## config.mk

```make
export PLATFORM = sky130hd
export DESIGN_NAME = decode_pipe
export DESIGN_NICKNAME = d
export VERILOG_FILES = /design/src/rtl/decode_pipe.sv
export SDC_FILE = /design/constraint.sdc
export NUM_CORES = 1
export LEC_CHECK = 0
export ABC_AREA = 0
export CORE_ASPECT_RATIO = 1.5
export CORE_UTILIZATION = 40
export DETAILED_ROUTE_END_ITERATION = 6
export GPL_ROUTABILITY_DRIVEN = 0
export PLACE_DENSITY = 0.86
export SETUP_SLACK_MARGIN = 0.1
export SLEW_MARGIN = 20
export SYNTH_ARGS = -nofsm -noshare
export SYNTH_HDL_FRONTEND = slang
export SYNTH_SLANG_ARGS = --single-unit
```

## constraint.sdc

```tcl
create_clock -name clk -period 1.9 [get_ports clk]
set_input_delay 0.19 -clock clk [delete_from_list [all_inputs] [get_ports clk]]
set_output_delay 0.19 -clock clk [all_outputs]
set_load 0.05 [all_outputs]
```

## src/rtl/decode_pipe.sv

```systemverilog
// decode_pipe: MIPS-style ID stage with load-use interlock and ID/EX register.
// Ports: IF/ID inputs, regfile read data, stall/flush in; hazard/jump out, ID/EX fields, bubble_cnt.
module decode_pipe #(
  parameter int XLEN  = 32,
  parameter int RA_W  = 5,
  parameter int CNT_W = 16
) (
  input  logic             clk,
  input  logic             reset,
  input  logic             if_valid,
  input  logic [XLEN-1:0]  if_pc4,
  input  logic [31:0]      if_instr,
  input  logic [XLEN-1:0]  rs_data,
  input  logic [XLEN-1:0]  rt_data,
  input  logic             stall_in,
  input  logic             flush_in,
  output logic             hazard_stall,
  output logic             jump_redirect,
  output logic [XLEN-1:0]  jump_target,
  output logic             ex_valid,
  output logic [XLEN-1:0]  ex_pc4,
  output logic [XLEN-1:0]  ex_rs_data,
  output logic [XLEN-1:0]  ex_rt_data,
  output logic [XLEN-1:0]  ex_imm,
  output logic [XLEN-1:0]  ex_br_target,
  output logic [RA_W-1:0]  ex_rs,
  output logic [RA_W-1:0]  ex_rt,
  output logic [RA_W-1:0]  ex_dst,
  output logic [3:0]       ex_alu_ctrl,
  output logic             ex_regwrite,
  output logic             ex_memread,
  output logic             ex_memwrite,
  output logic             ex_memtoreg,
  output logic             ex_alusrc,
  output logic             ex_branch,
  output logic             ex_illegal,
  output logic [CNT_W-1:0] bubble_cnt
);

  typedef struct packed {
    logic regwrite;
    logic memread;
    logic memwrite;
    logic memtoreg;
    logic alusrc;
    logic branch;
    logic illegal;
  } ctrl_t;

  localparam logic [3:0] ALU_ADD = 4'b0010;
  localparam logic [3:0] ALU_SUB = 4'b0110;
  localparam logic [3:0] ALU_AND = 4'b0000;
  localparam logic [3:0] ALU_OR  = 4'b0001;
  localparam logic [3:0] ALU_SLT = 4'b0111;

  logic [5:0] op;
  logic [5:0] funct;
  logic [RA_W-1:0] rs;
  logic [RA_W-1:0] rt;
  logic [RA_W-1:0] rd;
  logic unused_shamt;

  assign op    = if_instr[31:26];
  assign funct = if_instr[5:0];
  assign rs    = RA_W'(if_instr[25:21]);
  assign rt    = RA_W'(if_instr[20:16]);
  assign rd    = RA_W'(if_instr[15:11]);
  assign unused_shamt = ^if_instr[10:6];

  ctrl_t          d_ctrl;
  logic [3:0]     d_alu;
  logic [RA_W-1:0] d_dst;
  logic [XLEN-1:0] d_imm;
  logic [XLEN-1:0] d_brt;

  assign d_imm = {{(XLEN-16){if_instr[15]}}, if_instr[15:0]};
  assign d_brt = if_pc4 + (d_imm << 2);

  always_comb begin
    d_ctrl = '0;
    d_alu  = ALU_ADD;
    d_dst  = '0;
    unique case (op)
      6'h00: begin
        d_dst = rd;
        d_ctrl.regwrite = 1'b1;
        unique case (funct)
          6'h20: d_alu = ALU_ADD;
          6'h22: d_alu = ALU_SUB;
          6'h24: d_alu = ALU_AND;
          6'h25: d_alu = ALU_OR;
          6'h2A: d_alu = ALU_SLT;
          default: begin
            d_ctrl.regwrite = 1'b0;
            d_ctrl.illegal  = 1'b1;
          end
        endcase
      end
      6'h23: begin
        d_dst = rt;
        d_ctrl.regwrite = 1'b1;
        d_ctrl.memread  = 1'b1;
        d_ctrl.memtoreg = 1'b1;
        d_ctrl.alusrc   = 1'b1;
      end
      6'h2B: begin
        d_ctrl.memwrite = 1'b1;
        d_ctrl.alusrc   = 1'b1;
      end
      6'h04: begin
        d_ctrl.branch = 1'b1;
        d_alu = ALU_SUB;
      end
      6'h08: begin
        d_dst = rt;
        d_ctrl.regwrite = 1'b1;
        d_ctrl.alusrc   = 1'b1;
      end
      6'h02: ;
      default: d_ctrl.illegal = 1'b1;
    endcase
  end

  // rt is only a true source for R-type, sw and beq.
  logic rt_src;
  logic ld_use;
  assign rt_src = (op == 6'h00) | (op == 6'h2B) | (op == 6'h04);
  assign ld_use = (ex_rt == rs) | ((ex_rt == rt) & rt_src);
  assign hazard_stall = if_valid & ex_valid & ex_memread
                      & (ex_rt != '0) & ld_use;

  assign jump_target = {if_pc4[XLEN-1:28], if_instr[25:0], 2'b00};
  assign jump_redirect = if_valid & (op == 6'h02) & ~hazard_stall
                       & ~stall_in & ~flush_in;

  logic bubble;
  logic load;
  logic count;
  assign bubble = flush_in | (~stall_in & (hazard_stall | ~if_valid));
  assign load   = ~flush_in & ~stall_in & ~hazard_stall & if_valid;
  assign count  = flush_in | (~stall_in & hazard_stall);

  always_ff @(posedge clk or negedge reset) begin
    if (!reset) begin
      ex_valid     <= 1'b0;
      ex_pc4       <= '0;
      ex_rs_data   <= '0;
      ex_rt_data   <= '0;
      ex_imm       <= '0;
      ex_br_target <= '0;
      ex_rs        <= '0;
      ex_rt        <= '0;
      ex_dst       <= '0;
      ex_alu_ctrl  <= '0;
      ex_regwrite  <= 1'b0;
      ex_memread   <= 1'b0;
      ex_memwrite  <= 1'b0;
      ex_memtoreg  <= 1'b0;
      ex_alusrc    <= 1'b0;
      ex_branch    <= 1'b0;
      ex_illegal   <= 1'b0;
      bubble_cnt   <= '0;
    end else begin
      if (bubble) begin
        ex_valid    <= 1'b0;
        ex_regwrite <= 1'b0;
        ex_memread  <= 1'b0;
        ex_memwrite <= 1'b0;
        ex_memtoreg <= 1'b0;
        ex_alusrc   <= 1'b0;
        ex_branch   <= 1'b0;
        ex_illegal  <= 1'b0;
      end else if (load) begin
        ex_valid     <= 1'b1;
        ex_pc4       <= if_pc4;
        ex_rs_data   <= rs_data;
        ex_rt_data   <= rt_data;
        ex_imm       <= d_imm;
        ex_br_target <= d_brt;
        ex_rs        <= rs;
        ex_rt        <= rt;
        ex_dst       <= d_dst;
        ex_alu_ctrl  <= d_alu;
        ex_regwrite  <= d_ctrl.regwrite;
        ex_memread   <= d_ctrl.memread;
        ex_memwrite  <= d_ctrl.memwrite;
        ex_memtoreg  <= d_ctrl.memtoreg;
        ex_alusrc    <= d_ctrl.alusrc;
        ex_branch    <= d_ctrl.branch;
        ex_illegal   <= d_ctrl.illegal;
      end
      if (count && (bubble_cnt != '1)) begin
        bubble_cnt <= bubble_cnt + 1'b1;
      end
    end
  end

endmodule

```

==> Word-level counts from Yosys, hierarchy flattened <==
Cells that the tools add are included.
{ "op_classes": {"addsub": 2, "n_eq_ne": 13, "mux": 25, "bitwise_logic": 25, "n_reduce_logical": 9} }
{ "op_table": {"columns": ["operator", "count"], "rows": [
  ["$eq A6 B6 Y1 const B", 7],
  ["$add A32 B32 Y32", 1],
  ["$mux W1", 20],
  ["$add A16 B1 Y16 const B", 1],
  ["$ne A16 B16 Y1 const B", 1],
  ["$and A1 B1 Y1", 14],
  ["$pmux W3 S4", 1],
  ["$eq A5 B5 Y1", 2],
  ["$pmux W5 S2", 1],
  ["$reduce_or A5 Y1", 2],
  ["$pmux W4 S2", 1],
  ["$eq A6 B2 Y1 const B", 1],
  ["$eq A6 B3 Y1 const B", 1],
  ["$eq A6 B4 Y1 const B", 1],
  ["$logic_not A6 Y1", 1],
  ["$or A1 B1 Y1", 6],
  ["$not A1 Y1", 5],
  ["$reduce_bool A5 Y1", 1],
  ["$pmux W1 S2", 2],
  ["$reduce_or A3 Y1", 1],
  ["$reduce_and A2 Y1", 1],
  ["$reduce_bool A2 Y1", 1],
  ["$reduce_or A2 Y1", 1],
  ["$logic_and A1 B1 Y1", 1]
]} }
{ "word_totals": {"regBits": 186, "out_inout_bits": 237} }

==> Longest topological paths before layout <==
{ "depth": {"word_depth": 11, "depth_mapped": 10, "ltp_nobuf": 10} }

==> Worst setup path after synthesis <==
No wires, ideal clock.
{ "synth_path": {"path_type": "register to output", "startpoint": "register ex_rt[1]", "endpoint": "output port jump_redirect", "arrival_time_ns": 3.270, "required_ns": 1.710, "setup_slack_ns": -1.560, "path_stages_with_launch": 8, "path_cell_list": "dfrtp_1 nor3_1 a21oi_1 nand3_1 nand3_2 buf_4 buf_4 nor4b_1"} }
{ "synth_between": {"elab_chain_cells": 8, "elab_cells_between_ends": 11, "cone_classes": "eq/ne (2); bitwise (8); reduce/logical (1)"} }
{ "synth_rtl": {"columns": ["element", "line", "text"], "rows": [
  ["from (decl)", "27", "output logic [RA_W-1:0] ex_rt,"],
  ["from (signal assigned)", "181", "ex_rt <= rt;"],
  ["$eq A5 B5 Y1", "128", "assign ld_use = (ex_rt == rs) | ((ex_rt == rt) & rt_src);"],
  ["$and A1 B1 Y1", "128", null],
  ["$or A1 B1 Y1", "128", null],
  ["$and A1 B1 Y1 (*)", "130", "& (ex_rt != '0) & ld_use;"],
  ["$not A1 Y1 (*)", "133", "assign jump_redirect = if_valid & (op == 6'h02) & ~hazard_stall"],
  ["$and A1 B1 Y1 (*)", "133", null],
  ["$and A1 B1 Y1 (*) (2 in a row)", "134", "& ~stall_in & ~flush_in;"],
  ["to (decl)", "18", "output logic jump_redirect,"]
]} }
Every way passes the cells marked *; elsewhere a longest branch is shown, timed or not.

==> Worst setup path after layout <==
Ends and elaborated chain as after synthesis.

==> out/results.tsv <==
stage	metric	value	unit
status	outcome	complete, but fails checks	
drt	vias_per_cell	5.451	
cells_and_area	synthToLayoutAreaGrowth	76.98	%
critical_path	path_cells	buf_12 -> nor3_4 -> a21oi_2 -> nand3_2 -> nand3_4 -> buf_12 -> buf_12 -> nor4b_4 -> buf_6	
logic_synthesis	synth_edf_count	0	
logic_synthesis	synth_top_area_share	49.24	%
logic_synthesis	syn_area_per_cell	11.27	µm²
critical_path	rrSetupSlack	-460	ps
logic_synthesis	ys_types	66	
clocking	clk_latency	440	ps
clocking	ctsLongestPathBuffers	2	
cells_and_area	fin_nets	1529	
drt	ant_nets	0	
grt	grt_pass1_wl	53040	µm
critical_path	path_max_fanout	3	
critical_path	worstSetupPathType	reg -> out	
drt	drc	0	
critical_path	worstPathArrival	2220	ps
drt	postRouteWirelength	36430	µm
timing	finalSetupViolCount	185	
timing	clock_skew	8.517	ps
placement	pre_cts_ws	-827.3	ps
placement	io_buffers	366	
power	p_leak	8.085	nW
cells_and_area	antennaDiodeCount	0	
status	violations	negative setup slack	
logic_synthesis	synth_warnings	0	
cells_and_area	postLayoutCellArea	0.01646	mm²
drt	drt_iter0_markers	581	
timing	worstMarginPinSlew	614.2	ps
logic_synthesis	synth_seq_area_share	49.24	%
cells_and_area	num-fill-cells	1381	
timing	rsz0062_at_grt	true	
logic_synthesis	synth_commonest_cells	183 x dfrtp_1, 122 x mux2_1, 69 x nand2_1	
critical_path	crit_top_cell	buf_12	
power	peakVddDrop	570.6	µV
placement	dp_hpwl	23810	µm
logic_synthesis	ys.flop_type	dfrtp_1	
critical_path	crit_start	ex_rt[1]	
floorplan	io-pin-count	370	
critical_path	reg2reg_to	ex_pc4[1]	
critical_path	ff2ff_path_depth	10	
floorplan	dieArea	0.02388	mm²
timing	holdWs	202.3	ps
logic_synthesis	synthCells	825	
grt	track_usage	29.31	%
timing	final_hold_viol_count	0	
clocking	h-tree-depth	4	
critical_path	crit_family	buffers and inverters	
logic_synthesis	mappedNetlistArea	0.009300	mm²
timing	fin_crit	2413	ps
grt	grt_pass1_vias	9366	
critical_path	required	1710	ps
placement	place_area	0.01444	mm²
worst_hold_path	hold_depth	2	
worst_hold_path	hold_end	ex_pc4[2]	
cells_and_area	drive_above_1_share	36.94	%
clocking	clock-sinks	183	
timing	drv_slew	0	
timing	fin_crit_sh	127.0	%
clocking	cts_root_buf	clkbuf_16	
logic_synthesis	yosysMostFrequentCell	dfrtp_1	
drt	wl_per_cell	21.97	µm
grt	gr-total-overflow	0	
floorplan	start_util	40.64	%
critical_path	end_kind	primary output	
logic_synthesis	yosysTopAreaCell	dfrtp_1	
floorplan	core_region_area	0.02289	mm²
clocking	cts_buffers	17	
critical_path	cp_num_buf_inv	4	
critical_path	rr_startpoint	ex_rt[1]	
worst_hold_path	hold_class	in -> reg	
floorplan	die_h	188.8	µm
grt	grt_max_degree	57	
critical_path	cp-start-kind	register	
floorplan	die_x	126.5	µm
clocking	cts_tree	yes	
power	p_per_area	995.5	mW/mm²
timing	relSlewSlack	59.22	%
drt	vias	9037	
logic_synthesis	synth_area_leaders	dfrtp_1 49%, mux2_1 15%, buf_4 5.2%	
timing	fmax	414.4	MHz
critical_path	slowest_delay	450	ps
timing	finalWorstSetupSlack	-512.9	ps
drt	dr.pass1.iters	6	
grt	grt_antenna_before_repair	0	
floorplan	placementRows	68	
clocking	cts.clk_slew.worst_paths	80	ps
logic_synthesis	synth.ff_latch_count	183	
job	maxCapViolations	0	
logic_synthesis	synthArstFlopShare	100.0	%
critical_path	crit_slowest_cell	dfrtp_2	
worst_hold_path	worstHoldStart	if_pc4[2]	
metrics by stage:
step	setup TNS (ps)	util [%]	total power, mW	instances
4_1_cts	-49490	70.26	16.11	1646
6_report	-66590	71.92	16.39	1658
3_3_place_gp	-91910	63.09	12.19	1567
5_1_grt	-83600	71.92	16.94	1658
2_1_floorplan	-32360	-	9.529	827
3_5_place_dp	-94470	63.09	12.35	1567
placed cells by master, fill, tap and decap left out, types with 4 or more instances in the layout:
| master | n |
|---|---|
| clkinv_4 | 5 |
| a211oi_1 | 5 |
| nand2_2 | 5 |
| dfrtp_1 | 174 |
| and3_1 | 7 |
| o21ai_2 | 5 |
| nand3_2 | 5 |
| dlygate4sd2_1 | 156 |
| o21ai_0 | 15 |
| buf_4 | 205 |
| dfrtp_2 | 9 |
| nor3_1 | 9 |
| a21oi_1 | 32 |
| buf_6 | 23 |
| a22oi_1 | 5 |
| a21oi_2 | 8 |
| clkdlybuf4s50_1 | 154 |
| a31oi_1 | 7 |
| clkbuf_16 | 18 |
| ha_1 | 26 |
| nand4_1 | 10 |
| o21a_1 | 6 |
| buf_16 | 13 |
| inv_1 | 12 |
| o21ai_1 | 40 |
| nor2b_1 | 5 |
| buf_8 | 11 |
| xor2_1 | 22 |
| mux2_4 | 118 |
| nand2_1 | 64 |
| mux2_1 | 4 |
| xnor2_1 | 23 |
| buf_12 | 35 |
| nor2_1 | 32 |
| a21o_1 | 6 |
| nand3_1 | 9 |
| o211ai_1 | 6 |
worst max path at each step:
| stage | end | slack (ps) | cells past startpoint |
|---|---|---|---|
| 6_report | jump_redirect | -510 | 9 |
| 4_1_cts | jump_redirect | -490 | 9 |
| 3_3_place_gp | ex_br_target[20] | -730 | 12 |
| 5_1_grt | hazard_stall | -610 | 7 |
| 3_5_place_dp | ex_br_target[20] | -830 | 12 |
| 2_1_floorplan | jump_redirect | -270 | 7 |
logic make-up after synthesis:
logic type	Yosys count	share of synthesized area, %
fa+ha+maj	31	4.251
compound gates	163	10.80
buf+inv	97	6.686
simple gates	179	9.566
flops	183	49.24
xor+xnor	48	4.520
mux	123	14.89
other cells	1	0.04032
sequential cells by signal, summed over array words and instances, names as in the netlist, 3 cells and up:
name,flops
ex_alu_ctrl,3
ex_pc4,32
ex_dst,5
ex_rt_data,32
bubble_cnt,16
ex_rt,5
ex_rs_data,32
ex_rs,5
ex_br_target,30
ex_imm,16
per-layer routing:
metal / track usage, % / part of all wire [%]
met5: 0 / 0
met4: 16.45 / 6.3
met3: 5.707 / 5.5
met2: 54.27 / 52
met1: 30.68 / 36
cell type report:
cell class / instances / area [µm²] / share of cell area [%]
inverter: 13 / 48.80 / 0.2965
tap: 280 / 350.3 / 2.128
timing repair buffer: 602 / 6003 / 36.47
clock inverter: 14 / 167.7 / 1.019
clock buffer: 18 / 429.2 / 2.607
sequential: 183 / 4591 / 27.89
multi-input combinational: 548 / 4870 / 29.59
power by group:
group	internal, mW	switching, mW
Clock	1.98	1.70
Combinational	2.78	4.71
Sequential	4.63	0.578
Total	9.39	7.00
worst register-to-register path: stages (launching register included):
cell	delay, ps
dfrtp_2	450
xor2_1	160
nor4_2	390
nand4_4	180
nand3_4	120
buf_12	120
buf_4	110
buf_12	130
buf_12	130
clkbuf_16	150
mux2_4	310
what timing repair did:
| action | CTS | global route |
|---|---|---|
| gates resized for setup | 315 | 62 |
| gates cloned | 13 | 1 |
| pin swaps | 17 | 3 |
| hold endpoints to repair | 49 | 0 |
| hold buffers | 1 | 0 |
| buffers inserted | 34 | 11 |
| setup endpoints to repair | 336 | 216 |
Power figures use the tool's default switching activity.
